**src/rtl/rs_derivative_writer.sv**
```systemverilog
// Streams the formal derivative of the error-locator polynomial into a ping-ponged
// derivative RAM (bank = address bit 7) and announces finished banks to the Forney stage.
module rs_derivative_writer #(
  parameter int unsigned MAX_DEG = 16
) (
  input  logic       clock,
  input  logic       reset_n,
  input  logic       lambda_valid,
  input  logic [7:0] lambda_coef,
  input  logic       lambda_last,
  output logic       lambda_ready,
  output logic [7:0] buf_data,
  output logic [7:0] buf_wraddress,
  output logic       buf_wren,
  output logic       deriv_done,
  output logic       deriv_bank,
  output logic [6:0] deriv_degree,
  output logic       deriv_zero,
  output logic       deriv_overflow,
  input  logic       bank_release,
  input  logic       release_bank
);

  localparam logic [7:0] MaxDeg   = 8'(MAX_DEG);
  localparam logic [7:0] LastSlot = 8'(MAX_DEG - 1);

  typedef enum logic [2:0] {StIdle, StLoad, StDrain, StFlush, StDone} state_e;

  state_e     state_q, state_d;
  logic       run_q;
  logic       wr_bank_q, wr_bank_d;
  logic [1:0] busy_q, busy_d;
  logic [7:0] k_q, k_d;
  logic [7:0] ptr_q, ptr_d;
  logic [6:0] deg_q, deg_d;
  logic       nz_q, nz_d;
  logic       ovf_q, ovf_d;

  logic       wren_q, wren_d;
  logic [7:0] data_q, data_d;
  logic [7:0] addr_q, addr_d;
  logic       done_q, done_d;
  logic       dbank_q, dbank_d;
  logic [6:0] ddeg_q, ddeg_d;
  logic       dzero_q, dzero_d;
  logic       dovf_q, dovf_d;

  logic       beat;
  logic [7:0] beat_k;
  logic [6:0] slot;

  // run_q keeps ready low while reset is asserted and for the first cycle after it.
  assign lambda_ready = run_q && !busy_q[wr_bank_q] &&
                        ((state_q == StIdle) || (state_q == StLoad) || (state_q == StDrain));
  assign beat = lambda_valid && lambda_ready;

  always_comb begin
    state_d   = state_q;
    wr_bank_d = wr_bank_q;
    busy_d    = busy_q;
    k_d       = k_q;
    ptr_d     = ptr_q;
    deg_d     = deg_q;
    nz_d      = nz_q;
    ovf_d     = ovf_q;
    wren_d    = 1'b0;
    data_d    = data_q;
    addr_d    = addr_q;
    done_d    = 1'b0;
    dbank_d   = dbank_q;
    ddeg_d    = ddeg_q;
    dzero_d   = dzero_q;
    dovf_d    = dovf_q;

    beat_k = (state_q == StIdle) ? 8'd0 : k_q;
    slot   = 7'(beat_k - 8'd1);

    if (bank_release) begin
      busy_d[release_bank] = 1'b0;
    end

    unique case (state_q)
      StIdle, StLoad: begin
        if (beat) begin
          if (state_q == StIdle) begin
            deg_d = '0;
            nz_d  = 1'b0;
            ovf_d = 1'b0;
          end
          k_d = beat_k + 8'd1;
          // Lambda'_i = Lambda_{i+1} for even i, zero for odd i.
          if (beat_k != 8'd0) begin
            wren_d = 1'b1;
            addr_d = {wr_bank_q, slot};
            data_d = beat_k[0] ? lambda_coef : 8'h00;
            if (beat_k[0] && (lambda_coef != 8'h00)) begin
              nz_d  = 1'b1;
              deg_d = slot;
            end
          end
          if (lambda_last) begin
            ptr_d   = beat_k;
            state_d = (beat_k >= MaxDeg) ? StDone : StFlush;
          end else if (beat_k == MaxDeg) begin
            ovf_d   = 1'b1;
            state_d = StDrain;
          end else begin
            state_d = StLoad;
          end
        end
      end
      StDrain: begin
        if (beat && lambda_last) begin
          state_d = StDone;
        end
      end
      StFlush: begin
        wren_d = 1'b1;
        addr_d = {wr_bank_q, ptr_q[6:0]};
        data_d = 8'h00;
        ptr_d  = ptr_q + 8'd1;
        if (ptr_q == LastSlot) begin
          state_d = StDone;
        end
      end
      StDone: begin
        done_d            = 1'b1;
        dbank_d           = wr_bank_q;
        ddeg_d            = deg_q;
        dzero_d           = !nz_q;
        dovf_d            = ovf_q;
        busy_d[wr_bank_q] = 1'b1;
        wr_bank_d         = !wr_bank_q;
        state_d           = StIdle;
      end
      default: state_d = StIdle;
    endcase
  end

  always_ff @(posedge clock or negedge reset_n) begin
    if (!reset_n) begin
      state_q   <= StIdle;
      run_q     <= 1'b0;
      wr_bank_q <= 1'b0;
      busy_q    <= 2'b00;
      k_q       <= '0;
      ptr_q     <= '0;
      deg_q     <= '0;
      nz_q      <= 1'b0;
      ovf_q     <= 1'b0;
      wren_q    <= 1'b0;
      data_q    <= '0;
      addr_q    <= '0;
      done_q    <= 1'b0;
      dbank_q   <= 1'b0;
      ddeg_q    <= '0;
      dzero_q   <= 1'b0;
      dovf_q    <= 1'b0;
    end else begin
      state_q   <= state_d;
      run_q     <= 1'b1;
      wr_bank_q <= wr_bank_d;
      busy_q    <= busy_d;
      k_q       <= k_d;
      ptr_q     <= ptr_d;
      deg_q     <= deg_d;
      nz_q      <= nz_d;
      ovf_q     <= ovf_d;
      wren_q    <= wren_d;
      data_q    <= data_d;
      addr_q    <= addr_d;
      done_q    <= done_d;
      dbank_q   <= dbank_d;
      ddeg_q    <= ddeg_d;
      dzero_q   <= dzero_d;
      dovf_q    <= dovf_d;
    end
  end

  assign buf_wren       = wren_q;
  assign buf_data       = data_q;
  assign buf_wraddress  = addr_q;
  assign deriv_done     = done_q;
  assign deriv_bank     = dbank_q;
  assign deriv_degree   = ddeg_q;
  assign deriv_zero     = dzero_q;
  assign deriv_overflow = dovf_q;

endmodule

```
**config.mk**
```make
export PLATFORM = sky130hd
export DESIGN_NAME = rs_derivative_writer
export DESIGN_NICKNAME = d
export VERILOG_FILES = /design/src/rtl/rs_derivative_writer.sv
export SDC_FILE = /design/constraint.sdc
export NUM_CORES = 1
export LEC_CHECK = 0
export ABC_AREA = 1
export CORE_AREA = 2 2 82 84
export DETAILED_ROUTE_END_ITERATION = 10
export DIE_AREA = 0 0 84 86
export PLACE_DENSITY_LB_ADDON = 0.1
export SLEW_MARGIN = 15
export SYNTH_ARGS = -nofsm -noshare
export SYNTH_HDL_FRONTEND = slang
export SYNTH_SLANG_ARGS = --single-unit
```
**constraint.sdc**
```tcl
create_clock -name clock -period 2.16 [get_ports clock]
set_input_delay 0.432 -clock clock [delete_from_list [all_inputs] [get_ports clock]]
set_output_delay 0.432 -clock clock [all_outputs]
set_load 0.1 [all_outputs]
```
==> key figures, run 1 <==
Clock tree
  • H-tree depth: 3
  • Clock tree from TritonCTS: built
  • CTS sink cnt: 60
  • Clock-pin slew on the worst setup and hold paths: ~0.07 ns
  • Worst-skew pair later-pin latency: 0.34 ns
  • CTS Hold Bufs: 0
  • CTS Root Buffer Type: clkbuf_8
  • Num CTS Buffers: 9
  • Clk buf depth: 2

Placement
  • Gpl congestion: 0.885
  • IO Port Bufs: 42
  • DP Wirelength: 5070 um

Setup path
  • CP Class: reg -> reg
  • Reg2reg path depth: 11
  • Slowest-stage cell, CP: dfrtp_1
  • Critical Path Source Type: register
  • Worst r2r src: state_q[0]
  • Req. time, crit path: 2.39 ns
  • Most common cell on crit path: nand2_1
  • Crit path capture type: register
  • Slowest stage delay, CP: 0.44 ns
  • CP Data Arrival Time: around 2.2 ns
  • Crit path cell chain: inv_1, nand2_4, nand2_4, ha_1, nand2_1, nor2_2, nor2_2, nor2_4, buf_12, nand2_1, nand2_1
  • R2r setup slk: 0.19 ns
  • Crit Path Max Fanout: 18
  • Worst R2R End: buf_data[2]

Cells and area
  • Layout cells sized above 1: 0.165
  • Layout net count: 474
  • Diodes inserted: 0
  • Fill cell count: roughly 610
  • Synth-to-Final Area Change: 21.8%

Routing
  • Final wirelength: 7000 um
  • Per-cell routed wire length: 13.0 um
  • Vias: 2717
  • Vias per cell: 5.06
  • DR pass1 iterations: 4
  • DRT iter0 DRCs: around 140
  • Drt drc: 0
  • Antenna Violating Nets Remaining: 0

Timing
  • Highest clock rate: 507 MHz
  • Final hold vios: 0
  • Worst Skew: 0.00770 ns
  • Final Setup Violations: 0
  • Setup TNS: 0 ns
  • Min Tclk post-route: 1.97 ns
  • Final period utilization: 0.912
  • Pins Over Slew Limit: 0
  • Unrepaired setup endpoints after global routing: no

Logic synthesis
  • Main flop type after synthesis: dfrtp_1
  • Synth warnings: 0
  • Syn_nets: 420
  • Cells after Synth: 402
  • Most common cell in the netlist: nand2_1
  • Seq cells post-synth: 60
  • Post-synth top area cell: dfrtp_1
  • Synth unique cells: 31
  • Register area share after synthesis: 0.482
  • Syn_area_per_cell: ~7.7 sq um
  • Post-synth EDFFs: 0
  • Post-Syn Area: 0.00311 sq mm
  • Async SR Flop Fraction: 1.00
  • Synth top area share: 0.482
  • Area contributors post-synth: dfrtp_1 (48%), nand2_1 (19%), nand3_1 (6.8%), o21ai_0 (4.5%), inv_1 (3.4%)
  • Commonest cells post-synth: nand2_1 (156), dfrtp_1 (60), nand3_1 (42), inv_1 (28), o21ai_0 (28)

Global route
  • Grt met2 use: 0.333
  • Antenna violations before repair: 0
  • Vias in the first global route: 2523
  • Met3 usage in global routing: 0.0626
  • Overflow after GRT: 0
  • Largest net degree at the start of global routing: 61
  • Tot GR Track Use: 0.210
  • GR peak layer: met2
  • Global-route met1 utilization: 0.276
  • First-pass GRT wire length: around 12000 um

Worst hold path
  • Worst min path class: in -> async

Floorplan
  • Die area: 0.00722 sq mm
  • Io pins: between 40 and 50
  • Row count: 29
  • Area of the core: 0.00628 sq mm
  • Initial core utilization: 0.496
  • Die width: 84 um
  • Die H: roughly 86 um

Run status
  • Status: completed

Run
  • Max_cap viols: 0
cells by family (layout without fill, tap and decap cells):
| family | after synthesis | after routing | share of synthesized area |
|---|---|---|---|
| adder cells (fa/ha/maj) | 4 | 4 | 0.0161 |
| buffers and inverters | 40 | 98 | 0.0567 |
| XOR/XNOR | 5 | 5 | 0.0141 |
| AO/OA/AOI/OAI | 36 | 36 | 0.0627 |
| AND/OR/NAND/NOR | 256 | 256 | 0.367 |
| other | 1 | 1 | 0.00120 |
| flip-flops | 60 | 60 | 0.482 |
layout make-up:
class | count | area, sq um | share of cell area
flip-flops and latches | 60 | 1500 | 0.396
multi-input cells | 302 | 1440 | 0.380
repair buffers | 53 | 463 | 0.122
clock buffers | 11 | 151 | 0.0399
inverters | 30 | 113 | 0.0297
well taps | 77 | 96.3 | 0.0254
clock inverters | 4 | 25.0 | 0.00660
through the flow:
stage / setup WS, ns / std cells / instance area, sq um / utilization / hold slack (ns)
CTS: 0.0140 / 535 / 3760 / 0.599 / 0.0948
floorplan: 0.267 / 402 / 3110 / - / 0.136
global placement: 0.0790 / 520 / 3580 / 0.570 / 0.455
finish: 0.189 / 537 / 3790 / 0.604 / 0.0797
global route: 0.0108 / 537 / 3790 / 0.604 / 0.112
detailed placement: 0.0458 / 520 / 3580 / 0.570 / 0.460
layout by cell type, fill, tap and decap left out, drive strengths merged:
master         instances
clkbuf                11
conb                   1
clkinvlp               2
o21ai                 34
ha                     4
clkinv                 2
xor2                   4
clkdlybuf4s50         12
inv                   30
nand3                 43
nor3                   4
a21oi                  2
buf                   41
or2                    1
nand3b                 4
nor2                  33
nand4                  9
nand2                159
xnor2                  1
nor3b                  2
and2                   1
dfrtp                 60
worst max-delay path by stage:
| stage | startpoint | endpoint | slack (ns) | cells after the start |
|---|---|---|---|---|
| after global routing | state_q[1] | buf_wraddress[3] | 0.01 | 11 |
| after global placement | state_q[1] | buf_wraddress[0] | 0.08 | 10 |
| after CTS | state_q[1] | buf_data[7] | 0.01 | 10 |
| after detailed placement | state_q[1] | buf_data[7] | 0.05 | 10 |
| after floorplan | state_q[1] | lambda_ready | 0.27 | 2 |
| final | state_q[0] | buf_data[2] | 0.19 | 11 |
repair_timing:
item	in CTS	in global routing
setup endpoints to repair	0	15
buffers inserted	0	2
gates resized for setup	0	2
critical path, delay by kind of cell (launching register included):
family	cells	cell delay [ns]
flops	1	0.44
buf+inv	2	0.28
fa+ha+maj	1	0.20
simple gates	8	0.92
registers in the layout, summed over array words and instances (netlist names):
name            cells
wr_bank_q           1
deriv_done          1
run_q               1
deriv_bank          1
k_q                 8
deriv_zero          1
deriv_degree        7
nz_q                1
state_q             3
buf_wren            1
buf_data            8
deriv_overflow      1
busy_q              2
buf_wraddress       8
ptr_q               8
deg_q               7
ovf_q               1
per-layer routing:
| layer | vias to the layer above | part of all wire |
|---|---|---|
| li1 | 1400 | - |
| met1 | 1254 | 0.48 |
| met2 | 53 | 0.46 |
| met3 | 10 | 0.048 |
| met4 | 0 | 0.015 |
| met5 | - | 0 |
Power of run 1 is left out: the tool's default activity adds up to more than one toggle a clock period on the data nets, which glitch-free logic cannot reach.
==> inputs of run 2 (changes only) <==
==> constraint.sdc (replaced) <==
create_clock -name clock -period 2.3 [get_ports clock]
set_input_delay 0.46 -clock clock [delete_from_list [all_inputs] [get_ports clock]]
set_output_delay 0.46 -clock clock [all_outputs]
set_load 0.1 [all_outputs]
==> key figures, run 2 (synthesized netlist as in run 1, its figures left out) <==
Run status
  • Status: completed

Global route
  • Tot GR Track Use: 0.214
  • Largest net degree at the start of global routing: 40
  • Vias in the first global route: 2609
  • First-pass GRT wire length: 12200 um
  • Antenna violations before repair: 0
  • Overflow after GRT: 0

Routing
  • Antenna Violating Nets Remaining: 0
  • Final wirelength: between 7000 and 8000 um
  • Vias: 2721
  • Vias per cell: 5.08
  • Per-cell routed wire length: about 13 um
  • DRT iter0 DRCs: 70
  • DR pass1 iterations: 4
  • Drt drc: 0

Setup path
  • R2r setup slk: 0.29 ns
  • CP Data Arrival Time: 2.29 ns
  • Crit path capture type: register
  • Slowest stage delay, CP: about 0.47 ns
  • Critical Path Source Type: register
  • CP Class: reg -> reg
  • Slowest-stage cell, CP: dfrtp_1
  • Req. time, crit path: about 2.6 ns
  • Crit Path Max Fanout: 18
  • Crit path cell chain: nor2_4, nand2_4, nand2_1, ha_1, nand2_1, nor2_2, nor2_2, nor2_4, nand2_1, nand2_1
  • Most common cell on crit path: nand2_1

Timing
  • Final hold vios: 0
  • Pins Over Slew Limit: 0
  • Unrepaired setup endpoints after global routing: no
  • Worst Skew: 0.00883 ns
  • Min Tclk post-route: around 2 ns
  • Highest clock rate: 497 MHz
  • Final period utilization: 0.875
  • Final Setup Violations: 0
  • Worst-margin pin slew: 0.526 ns
  • Final worst setup slack: around 0.29 ns
  • Setup TNS: 0 ns
  • Slew margin rel.: 0.649
  • WHS: 0.0905 ns

Clock tree
  • CTS Hold Bufs: 0
  • Worst-skew pair later-pin latency: 0.34 ns
  • H-tree depth: 3
  • Clock-pin slew on the worst setup and hold paths: 0.07 ns
  • Gates resized, CTS repair: 0
  • Number of setup buffers added after CTS: 0
  • Clock tree from TritonCTS: built
  • Num CTS Buffers: 9
  • CTS sink cnt: 60
  • CTS Root Buffer Type: clkbuf_8
  • Clk buf depth: 2

Floorplan
  • Die H: 86 um
  • Initial core utilization: 0.496
  • Area of the core: 0.00628 sq mm
  • Die area: 0.00722 sq mm
  • Die width: between 80 and 90 um
  • Io pins: 43
  • Row count: 29

Placement
  • IO Port Bufs: 42
  • DP Wirelength: 5260 um
  • Post-Place Cells: 520
  • Gpl congestion: 0.878
  • Dpl ws: 0.186 ns

Cells and area
  • Commonest non-fill, non-tap cells in the layout: nand2_1 (156), dfrtp_1 (60), nand3_1 (42), buf_4 (36)
  • Synth-to-Final Area Change: 23.0%
  • Layout cells sized above 1: 0.161
  • Diodes inserted: 0
  • Layout net count: 472
  • Non-Filler Instances: 536
  • Commonest non-fill, non-tap cell in the layout: nand2_1
  • Sequential cell area: 0.00150 sq mm
  • Multi-input gate area: 0.00144 sq mm
  • Fill cell count: 601

Worst hold path
  • Worst min path class: in -> async

Run
  • Max_cap viols: 0
[run 2: worst paths after layout]
check	startpoint	end	cells past startpoint
max	state_q[1]	buf_wraddress[3]	10
max reg2reg	state_q[1]	buf_wraddress[3]	10
min reg2reg	buf_data[0]	buf_data[0]	2
max in group asynchronous	reset_n	deg_q[4]	2
min	reset_n	buf_data[5]	1
min in group clock	buf_data[0]	buf_data[0]	2
[run 2: final cells by class]
class	count	share of cell area
clock inverters	6	0.0291
well taps	77	0.0252
multi-input cells	302	0.375
inverters	30	0.0294
clock buffers	10	0.0359
flip-flops and latches	60	0.392
repair buffers	51	0.114
[run 2: through the flow]
step	util	cell area (sq um)
detailed placement	0.570	3580
CTS	0.610	3830
floorplan	-	3110
global route	0.610	3830
global placement	0.570	3580
finish	0.610	3830
[run 2: critical path, delay by kind of cell, from the launching register on]
kind,cells,cell delay [ns]
adders and majority gates,1,0.16
and+or+nand+nor,9,1.32
DFF,1,0.47
[run 2: metal layers]
metal | vias to the layer above | GRT usage | routed length (um)
met5 | - | 0 | 0
met4 | 0 | 0.0792 | 198
met3 | 17 | 0.0500 | 308
met2 | 53 | 0.354 | 3270
met1 | 1255 | 0.275 | 3260
li1 | 1396 | - | -
Power of run 2 is left out for the same reason.
==> inputs of run 3 (changes only) <==
--- a/config.mk
+++ b/config.mk
@@ -10,6 +10,7 @@
 export DETAILED_ROUTE_END_ITERATION = 10
 export DIE_AREA = 0 0 84 86
 export PLACE_DENSITY_LB_ADDON = 0.1
+export SETUP_SLACK_MARGIN = 0.1
 export SLEW_MARGIN = 15
 export SYNTH_ARGS = -nofsm -noshare
 export SYNTH_HDL_FRONTEND = slang
==> key figures, run 3 (synthesized netlist as in run 1, its figures left out) <==
Run status
  • Status: completed

Cells and area
  • Commonest non-fill, non-tap cells in the layout: nand2_1 (156), dfrtp_1 (60), nand3_1 (42), buf_4 (36)
  • Layout cells sized above 1: 0.163
  • Synth-to-Final Area Change: 23.7%
  • Layout net count: 473
  • Commonest non-fill, non-tap cell in the layout: nand2_1
  • Diodes inserted: 0

Setup path
  • Critical Path Source Type: register
  • CP Class: reg -> out
  • CP Data Arrival Time: roughly 1.5 ns
  • Crit Path Max Fanout: 6
  • Req. time, crit path: 1.84 ns
  • Crit path capture type: output pin

Routing
  • Vias: roughly 2700
  • Antenna Violating Nets Remaining: 0
  • Drt drc: 0
  • Per-cell routed wire length: 13.1 um
  • DRT iter0 DRCs: between 60 and 70
  • Vias per cell: 5.08
  • Final wirelength: 7030 um
  • DR pass1 iterations: 4

Floorplan
  • Initial core utilization: 0.496
  • Die area: 0.00722 sq mm
  • Area of the core: 0.00628 sq mm
  • Die width: 84 um
  • Die H: roughly 86 um
  • Io pins: 43
  • Row count: 29

Clock tree
  • CTS Hold Bufs: 0
  • Number of setup buffers added after CTS: 0
  • CTS Root Buffer Type: clkbuf_8
  • CTS sink cnt: 60
  • Clk buf depth: 2
  • Clock tree from TritonCTS: built
  • Clock-pin slew on the worst setup and hold paths: around 0.07 ns
  • Num CTS Buffers: 9
  • Gates resized, CTS repair: 0
  • Worst-skew pair later-pin latency: 0.34 ns
  • H-tree depth: 3

Placement
  • DP Wirelength: 5260 um
  • IO Port Bufs: 42
  • Gpl congestion: 0.878

Timing
  • Min Tclk post-route: just under 2 ns
  • Setup TNS: 0 ns
  • Slew margin rel.: 0.653
  • Worst-margin pin slew: 0.520 ns
  • Highest clock rate: 509 MHz
  • Worst Skew: 0.00933 ns
  • Final Setup Violations: 0
  • Unrepaired setup endpoints after global routing: no
  • Pins Over Slew Limit: 0
  • Final hold vios: 0
  • Final period utilization: 0.854

Run
  • Max_cap viols: 0

Global route
  • First-pass GRT wire length: 12200 um
  • Overflow after GRT: 0
  • Largest net degree at the start of global routing: 40
  • Antenna violations before repair: 0
  • Vias in the first global route: approximately 2600
  • Tot GR Track Use: 0.214

Worst hold path
  • Worst min path class: in -> async
[run 3: cell type report]
class                   count  area [sq um]
clock buffers              10           138
clock inverters             6           111
fillers                   599          2430
inverters                  30           113
multi-input cells         302          1440
flip-flops and latches     60          1500
well taps                  77          96.3
repair buffers             52           455
[run 3: per-stage QoR]
stage	instance area (sq um)	hold slack [ns]	setup WS (ns)	utilization	instances
2_1_floorplan	3110	0.164	0.379	-	402
3_3_place_gp	3580	0.455	0.288	0.570	520
3_5_place_dp	3580	0.460	0.186	0.570	520
4_1_cts	3830	0.0870	0.246	0.610	536
5_1_grt	3850	0.128	0.130	0.613	537
6_report	3850	0.0869	0.337	0.613	537
[run 3: final timing paths]
| kind | start | to | slack, ns | cells after the start |
|---|---|---|---|---|
| hold reg to reg | buf_data[0] | buf_data[0] | 0.47 | 2 |
| hold / removal | reset_n | buf_data[5] | 0.09 | 1 |
| setup / recovery | wr_bank_q | lambda_ready | 0.34 | 5 |
| max in group asynchronous | reset_n | deg_q[4] | 1.62 | 2 |
| min in group clock | buf_data[0] | buf_data[0] | 0.47 | 2 |
| setup reg to reg | state_q[1] | buf_wraddress[3] | 0.34 | 11 |
[run 3: worst max-delay path: stages, from the launching register on]
cell,delay (ns)
dfrtp_1,0.47
nand2_1,0.10
nand2_1,0.08
nor2_4,0.15
and2_1,0.19
buf_12,0.18
[run 3: per-layer routing]
| layer | vias to the layer above | GRT usage | share of wire |
|---|---|---|---|
| met4 | 0 | 0.0792 | 0.028 |
| met2 | 47 | 0.354 | 0.46 |
| met5 | - | 0 | 0 |
| met1 | 1266 | 0.275 | 0.47 |
| met3 | 17 | 0.0500 | 0.040 |
| li1 | 1397 | - | - |
Power of run 3 is left out for the same reason.
